<file path="config.mk">
export PLATFORM = sky130hd
export DESIGN_NAME = hyperbus_txn_fsm
export DESIGN_NICKNAME = d
export VERILOG_FILES = /design/src/rtl/hyperbus_pkg.sv /design/src/rtl/hyperbus_ca_gen.sv /design/src/rtl/hyperbus_txn_fsm.sv
export SDC_FILE = /design/constraint.sdc
export NUM_CORES = 1
export LEC_CHECK = 0
export BUFFER_PORTS_ARGS = -buffer_cell sky130_fd_sc_hd__buf_2
export CAP_MARGIN = 25
export CELL_PAD_IN_SITES_DETAIL_PLACEMENT = 1
export CELL_PAD_IN_SITES_GLOBAL_PLACEMENT = 2
export CORE_ASPECT_RATIO = 0.9
export CORE_MARGIN = 3
export CORE_UTILIZATION = 25
export CTS_BUF_LIST = sky130_fd_sc_hd__clkbuf_4
export CTS_CLUSTER_SIZE = 30
export DETAILED_ROUTE_END_ITERATION = 7
export GPL_TIMING_DRIVEN = 0
export PLACE_DENSITY_LB_ADDON = 0.08
export SLEW_MARGIN = 20
export SYNTH_ARGS = -nofsm -noshare
export SYNTH_HDL_FRONTEND = slang
export SYNTH_SLANG_ARGS = --single-unit
</file>
<file path="constraint.sdc">
create_clock -name clk_i -period 2.7 [get_ports clk_i]
set_clock_uncertainty 0.2 [all_clocks]
set_input_delay 0.81 -clock clk_i [delete_from_list [all_inputs] [get_ports clk_i]]
set_output_delay 0.81 -clock clk_i [all_outputs]
set_load 0.01 [all_outputs]
</file>
<file path="src/rtl/hyperbus_pkg.sv">
// Shared types and constants for the HyperBus transaction engine: FSM states,
// command/address bit positions and the latched request record.
package hyperbus_pkg;

    typedef enum logic [2:0] {
        S_IDLE,
        S_CS_SETUP,
        S_CA,
        S_LATENCY,
        S_WRITE,
        S_READ,
        S_CS_HOLD,
        S_DONE
    } state_t;

    localparam int         CA_CYCLES   = 3;
    localparam logic [1:0] CA_LAST     = 2'(CA_CYCLES - 1);

    localparam int CA_RW_BIT   = 47;
    localparam int CA_AS_BIT   = 46;
    localparam int CA_BT_BIT   = 45;
    localparam int CA_ADDR_HI  = 44;
    localparam int CA_ADDR_LO  = 16;
    localparam int CA_LADDR_HI = 2;

    // Burst and CS fields are sized for the widest supported configuration.
    localparam int REQ_BURST_W = 32;
    localparam int REQ_CS_W    = 8;

    typedef struct packed {
        logic [31:0]            addr;
        logic                   write;
        logic                   reg_space;
        logic [REQ_BURST_W-1:0] burst;
        logic [REQ_CS_W-1:0]    cs;
    } req_t;

endpackage

</file>
<file path="src/rtl/hyperbus_ca_gen.sv">
// Builds the 48-bit command/address word and selects the half-word for the
// current CA cycle; purely combinational, no backpressure.
module hyperbus_ca_gen
    import hyperbus_pkg::*;
(
    input  logic [31:0] addr,
    input  logic        write,
    input  logic        reg_space,
    input  logic [1:0]  ca_idx,
    output logic [15:0] ca_half
);

    logic [47:0] ca_word;

    always_comb begin
        ca_word                         = '0;
        ca_word[CA_RW_BIT]              = ~write;
        ca_word[CA_AS_BIT]              = reg_space;
        ca_word[CA_BT_BIT]              = 1'b1;
        ca_word[CA_ADDR_HI:CA_ADDR_LO]  = addr[31:3];
        ca_word[CA_LADDR_HI:0]          = addr[2:0];
        case (ca_idx)
            2'd0:    ca_half = ca_word[47:32];
            2'd1:    ca_half = ca_word[31:16];
            default: ca_half = ca_word[15:0];
        endcase
    end

endmodule

</file>
<file path="src/rtl/hyperbus_txn_fsm.sv">
// One HyperBus transaction per request: CS setup, 3-cycle CA, latency, burst, CS hold, done pulse.
// Write words stall on tx_valid_i=0 (clock gated); read words have no backpressure and time out.
module hyperbus_txn_fsm
    import hyperbus_pkg::*;
#(
    parameter int  NR_CS      = 2,
    parameter int  BURST_W    = 16,
    parameter int  RD_TIMEOUT = 64,
    parameter int  MAX_CSH    = 15,
    localparam int CS_W       = (NR_CS > 1) ? $clog2(NR_CS) : 1
) (
    input  logic               clk_i,
    input  logic               rst_i,
    input  logic               trans_valid_i,
    output logic               trans_ready_o,
    input  logic [31:0]        trans_addr_i,
    input  logic               trans_write_i,
    input  logic               trans_reg_i,
    input  logic [BURST_W-1:0] trans_burst_i,
    input  logic [CS_W-1:0]    trans_cs_i,
    input  logic [3:0]         cfg_latency_i,
    input  logic [3:0]         cfg_csh_i,
    input  logic [15:0]        tx_data_i,
    input  logic [1:0]         tx_strb_i,
    input  logic               tx_valid_i,
    output logic               tx_ready_o,
    output logic [15:0]        rx_data_o,
    output logic               rx_valid_o,
    output logic               trans_done_o,
    output logic               trans_error_o,
    output logic [NR_CS-1:0]   phy_cs_no,
    output logic               phy_ck_en_o,
    output logic [15:0]        phy_dq_o,
    output logic               phy_dq_oe_o,
    output logic [1:0]         phy_rwds_o,
    output logic               phy_rwds_oe_o,
    input  logic               phy_rwds_i,
    input  logic [15:0]        phy_dq_i
);

    localparam int         TO_W     = $clog2(RD_TIMEOUT + 1);
    localparam logic [TO_W-1:0] TO_LAST = TO_W'(RD_TIMEOUT - 1);
    localparam logic [3:0] CSH_CAP  = 4'(MAX_CSH);

    state_t          state;
    req_t            req;
    logic [1:0]      ca_idx;
    logic            dbl;
    logic [4:0]      lat_cnt;
    logic [TO_W-1:0] to_cnt;
    logic [3:0]      hold_cnt;
    logic            err;
    logic [15:0]     rx_data_q;
    logic            rx_valid_q;

    logic [15:0]     ca_half;
    logic [4:0]      lat_total;
    logic [3:0]      csh_eff;
    state_t          after_burst;
    logic            wr_fire;
    logic            cs_active;

    hyperbus_ca_gen u_ca_gen (
        .addr      (req.addr),
        .write     (req.write),
        .reg_space (req.reg_space),
        .ca_idx    (ca_idx),
        .ca_half   (ca_half)
    );

    assign lat_total   = dbl ? {cfg_latency_i, 1'b0} : {1'b0, cfg_latency_i};
    assign csh_eff     = (cfg_csh_i > CSH_CAP) ? CSH_CAP : cfg_csh_i;
    assign after_burst = (csh_eff == 4'd0) ? S_DONE : S_CS_HOLD;
    assign wr_fire     = (state == S_WRITE) && tx_valid_i;

    always_ff @(posedge clk_i) begin
        if (rst_i) begin
            state      <= S_IDLE;
            req        <= '0;
            ca_idx     <= '0;
            dbl        <= 1'b0;
            lat_cnt    <= '0;
            to_cnt     <= '0;
            hold_cnt   <= '0;
            err        <= 1'b0;
            rx_data_q  <= '0;
            rx_valid_q <= 1'b0;
        end else begin
            rx_valid_q <= 1'b0;
            case (state)
                S_IDLE: begin
                    if (trans_valid_i) begin
                        req.addr      <= trans_addr_i;
                        req.write     <= trans_write_i;
                        req.reg_space <= trans_reg_i;
                        req.burst     <= (trans_burst_i == '0) ? REQ_BURST_W'(1)
                                                               : REQ_BURST_W'(trans_burst_i);
                        req.cs        <= REQ_CS_W'(trans_cs_i);
                        state         <= S_CS_SETUP;
                    end
                end
                S_CS_SETUP: begin
                    ca_idx <= '0;
                    to_cnt <= '0;
                    dbl    <= 1'b0;
                    state  <= S_CA;
                end
                S_CA: begin
                    if (ca_idx == 2'd0) dbl <= phy_rwds_i;
                    if (ca_idx == CA_LAST) begin
                        ca_idx <= '0;
                        // Register writes carry no latency at all, regardless of the flag.
                        if (req.write && req.reg_space)
                            state <= S_WRITE;
                        else if (lat_total == 5'd0)
                            state <= req.write ? S_WRITE : S_READ;
                        else begin
                            lat_cnt <= lat_total - 5'd1;
                            state   <= S_LATENCY;
                        end
                    end else begin
                        ca_idx <= ca_idx + 2'd1;
                    end
                end
                S_LATENCY: begin
                    if (lat_cnt == 5'd0)
                        state <= req.write ? S_WRITE : S_READ;
                    else
                        lat_cnt <= lat_cnt - 5'd1;
                end
                S_WRITE: begin
                    if (tx_valid_i) begin
                        if (req.burst == REQ_BURST_W'(1)) begin
                            hold_cnt <= csh_eff - 4'd1;
                            state    <= after_burst;
                        end else begin
                            req.burst <= req.burst - REQ_BURST_W'(1);
                        end
                    end
                end
                S_READ: begin
                    if (phy_rwds_i) begin
                        rx_data_q  <= phy_dq_i;
                        rx_valid_q <= 1'b1;
                        to_cnt     <= '0;
                        if (req.burst == REQ_BURST_W'(1)) begin
                            hold_cnt <= csh_eff - 4'd1;
                            state    <= after_burst;
                        end else begin
                            req.burst <= req.burst - REQ_BURST_W'(1);
                        end
                    end else if (to_cnt == TO_LAST) begin
                        err      <= 1'b1;
                        hold_cnt <= csh_eff - 4'd1;
                        state    <= after_burst;
                    end else begin
                        to_cnt <= to_cnt + TO_W'(1);
                    end
                end
                S_CS_HOLD: begin
                    if (hold_cnt == 4'd0)
                        state <= S_DONE;
                    else
                        hold_cnt <= hold_cnt - 4'd1;
                end
                S_DONE: begin
                    err   <= 1'b0;
                    state <= S_IDLE;
                end
                default: state <= S_IDLE;
            endcase
        end
    end

    assign cs_active = (state != S_IDLE) && (state != S_DONE);

    always_comb begin
        phy_cs_no = '1;
        for (int i = 0; i < NR_CS; i++)
            phy_cs_no[i] = !(cs_active && (req.cs == REQ_CS_W'(i)));
    end

    // PHY outputs are decoded from the state register; only write data passes straight through.
    always_comb begin
        phy_ck_en_o   = (state == S_CA) || (state == S_LATENCY) || (state == S_READ) || wr_fire;
        phy_dq_oe_o   = (state == S_CA) || wr_fire;
        phy_dq_o      = (state == S_CA) ? ca_half : (wr_fire ? tx_data_i : 16'h0000);
        phy_rwds_oe_o = wr_fire && !req.reg_space;
        phy_rwds_o    = phy_rwds_oe_o ? ~tx_strb_i : 2'b00;
    end

    assign trans_ready_o = (state == S_IDLE) && !rst_i;
    assign tx_ready_o    = (state == S_WRITE);
    assign trans_done_o  = (state == S_DONE);
    assign trans_error_o = (state == S_DONE) && err;
    assign rx_data_o     = rx_data_q;
    assign rx_valid_o    = rx_valid_q;

endmodule

</file>
==> reports/metrics.cfg <==
[outcome]
status = finished with violations
violations = negative setup slack

[cts]
cts_buffer_depth = 2
clock-sinks = 107
clk_pin_slew_worst_paths_ns = 0.23
cts_buffers = 9
hold_buffers = 0
cts_tree = done
h-tree-depth = 3
clock_latency_ns = 0.52
cts-root-buf = clkbuf_4

[synthesis]
syn-num-nets = 864
ys.flop_type = dfxtp_1
ys_seq_area_share_pct = 36.8
syn_area_per_cell_um2 = 7.67
synth.distinct_cells = 72
synth-edff-count = 0
syn-cell-area_mm2 = 0.00582
syn_inst = 759
async_reset_ff_share_pct = 0
ys_seq_elements = 107
ys_warn_count = 0

[timing]
finalHoldViolations = 0
fin_crit_ns = 2.96
timing.fmax_ghz = 0.338
setup_viol_count_final = 25
fin_tns_setup_ns = -5.23
fin_ws_ns = -0.262
rsz0062_at_grt = true
worstMarginPinSlew_ns = 0.869
fin_crit_sh_pct = 110
slew_viol_final = 0
max_slew_margin_pct = 42.1

[die]
die-width_um = 167
start_util_pct = 25.6
die_y_um = 151
core_mm2 = 0.0227
std_cell_rows = 52
die_area_mm2 = 0.0251
io_pins = 142

[worst_setup_path]
cpMostUsedCell = buf_8
cp-end-kind = output pin
cp-start-kind = register
crit_required_ns = 1.69
arrival_ns = 1.95
cp_cell_sequence = buf_8 -> nand2b_4 -> or3_4 -> buf_8 -> o21ai_1 -> buf_2
cp_slowest_cell = or3_4
rrSetupSlack_ns = 0.08
critPathMaxFanout = 5
critical_path_class = register to output pin
critPathMaxStageDelay_ns = 0.41

[cells_and_area]
final_cell_mix = nand2_1, buf_2, dfxtp_1, a21oi_1, nor2_1
syn2layout_area_growth_pct = 40.1
final_common_cell = nand2_1
final_util_pct = 35.9
final_nets = 1067
num-fill-cells = 2749
final_layout_size_suffix_gt1_share_pct = 34.3
final_area_mm2 = 0.00815

[place]
place.detailed.hpwl_um = 17400
place.gp.congestion = 0.791
dpl_cell_area_mm2 = 0.00690
portBuffers = 139

[pwr]
ir_worst_vdd_v = 0.000205
p_leak_nw = 3.28
total_power_mw = 4.74
powerDensity_mw_per_mm2 = 581

[route]
drt_wl_total_um = 23600
routedWlPerCell_um = 18.7
post_drt_via_cell_ratio = 5.04
vias = 6377
dr.pass1.iters = 4
drcViolationCount = 0
drtIter0Drc = 273
ant_nets = 0

[grt]
grt_start_max_net_pins = 23
grt_pass1_wl_um = 36800
grtUsageTotal_pct = 18.4
antenna_found_initial = 1
grt_pass1_vias = 6623
grt_overflow_total = 0

[hold_path]
hp-class = register to register

[job]
max_cap_viol_count = 0

-- metal layers --
layer	track usage [%]	part of all wire (%)	up-vias
met5	0	0	-
met2	30.1	47	105
met1	25.2	48	3163
met4	4.95	1.0	0
met3	3.10	3.1	14
li1	-	-	3095
-- cells by family (layout without fill, tap and decap cells) --
| group | count (synthesis) | count (layout) | synth area share [%] |
|---|---|---|---|
| xor+xnor | 19 | 19 | 2.86 |
| flops | 107 | 107 | 36.8 |
| other cells | 0 | 2 | 0 |
| fa+ha+maj | 7 | 7 | 1.51 |
| mux | 24 | 24 | 4.13 |
| simple gates | 351 | 351 | 30.7 |
| buf+inv | 62 | 270 | 4.26 |
| compound gates | 189 | 189 | 19.7 |
-- final timing paths --
check	end	start	depth (start not counted)
setup / recovery	phy_dq_o[13]	state[2]	6
hold / removal	to_cnt[6]	to_cnt[6]	2
setup reg to reg	req[36]	req[8]	10
hold reg to reg	to_cnt[6]	to_cnt[6]	2
-- synthesized netlist by cell type (5+ instances only) --
master	instances	area (um2)
a211oi_1	5	37.5
or3_1	11	68.8
nand4_1	6	37.5
o21ai_0	32	160
and3_1	5	31.3
a32oi_1	6	52.6
and2_1	5	31.3
inv_1	10	37.5
nor3_1	22	110
ha_1	7	87.6
nand3_1	7	35.0
nor2_1	62	233
clkbuf_1	46	173
a31oi_1	8	50.1
o21ai_1	6	30.0
nand2b_1	9	56.3
a21oi_1	86	430
dfxtp_1	107	2140
nor2b_1	14	87.6
o32ai_1	6	52.6
xnor2_1	15	131
nor4_1	11	68.8
nand2_1	157	589
a22o_1	5	43.8
nor4_2	5	62.6
mux2i_1	24	240
-- report_power, final --
| group | switching, mW | internal, mW |
|---|---|---|
| Clock | 0.672 | 0.234 |
| Combinational | 1.11 | 0.866 |
| Sequential | 0.132 | 1.72 |
-- layout make-up --
cell class	count	area, um2	share of cell area, %
diodes	2	5.00	0.0614
well taps	297	372	4.56
plain buffers	47	440	5.40
clock buffers	9	67.6	0.829
clock inverters	7	83.8	1.03
multi-input cells	590	3770	46.2
inverters	10	37.5	0.461
repair buffers	197	1220	15.0
flip-flops and latches	107	2150	26.4
-- per-stage QoR --
step,hold slack [ns],worst slack [ns],cells
2_1_floorplan,0.209,0.0181,759
3_3_place_gp,0.215,-0.728,1195
3_5_place_dp,0.229,-0.737,1195
4_1_cts,0.238,-0.341,1244
5_1_grt,0.231,-0.345,1265
6_report,0.255,-0.262,1266
-- sequential cells by signal, indices dropped and copies added (netlist names), 2 cells and up --
| signal | count |
|---|---|
| req | 67 |
| rx_data_o | 16 |
| to_cnt | 7 |
| lat_cnt | 5 |
| hold_cnt | 4 |
| state | 3 |
| ca_idx | 2 |
-- critical path: cells and delay by family (launching register included) --
family	cells	cell delay, ns
buffers and inverters	3	0.43
AND/OR/NAND/NOR	2	0.54
AO/OA/AOI/OAI	1	0.11
flip-flops	1	0.37
-- repair_timing --
| item | 4_1_cts | 5_1_grt |
|---|---|---|
| endpoints found under the setup margin | 106 | 57 |
| gates cloned | 2 | 0 |
| pin swaps | 11 | 36 |
| setup buffers | 34 | 22 |
| gates resized for setup | 117 | 87 |
Note: power is estimated with default switching activity, not from simulation.
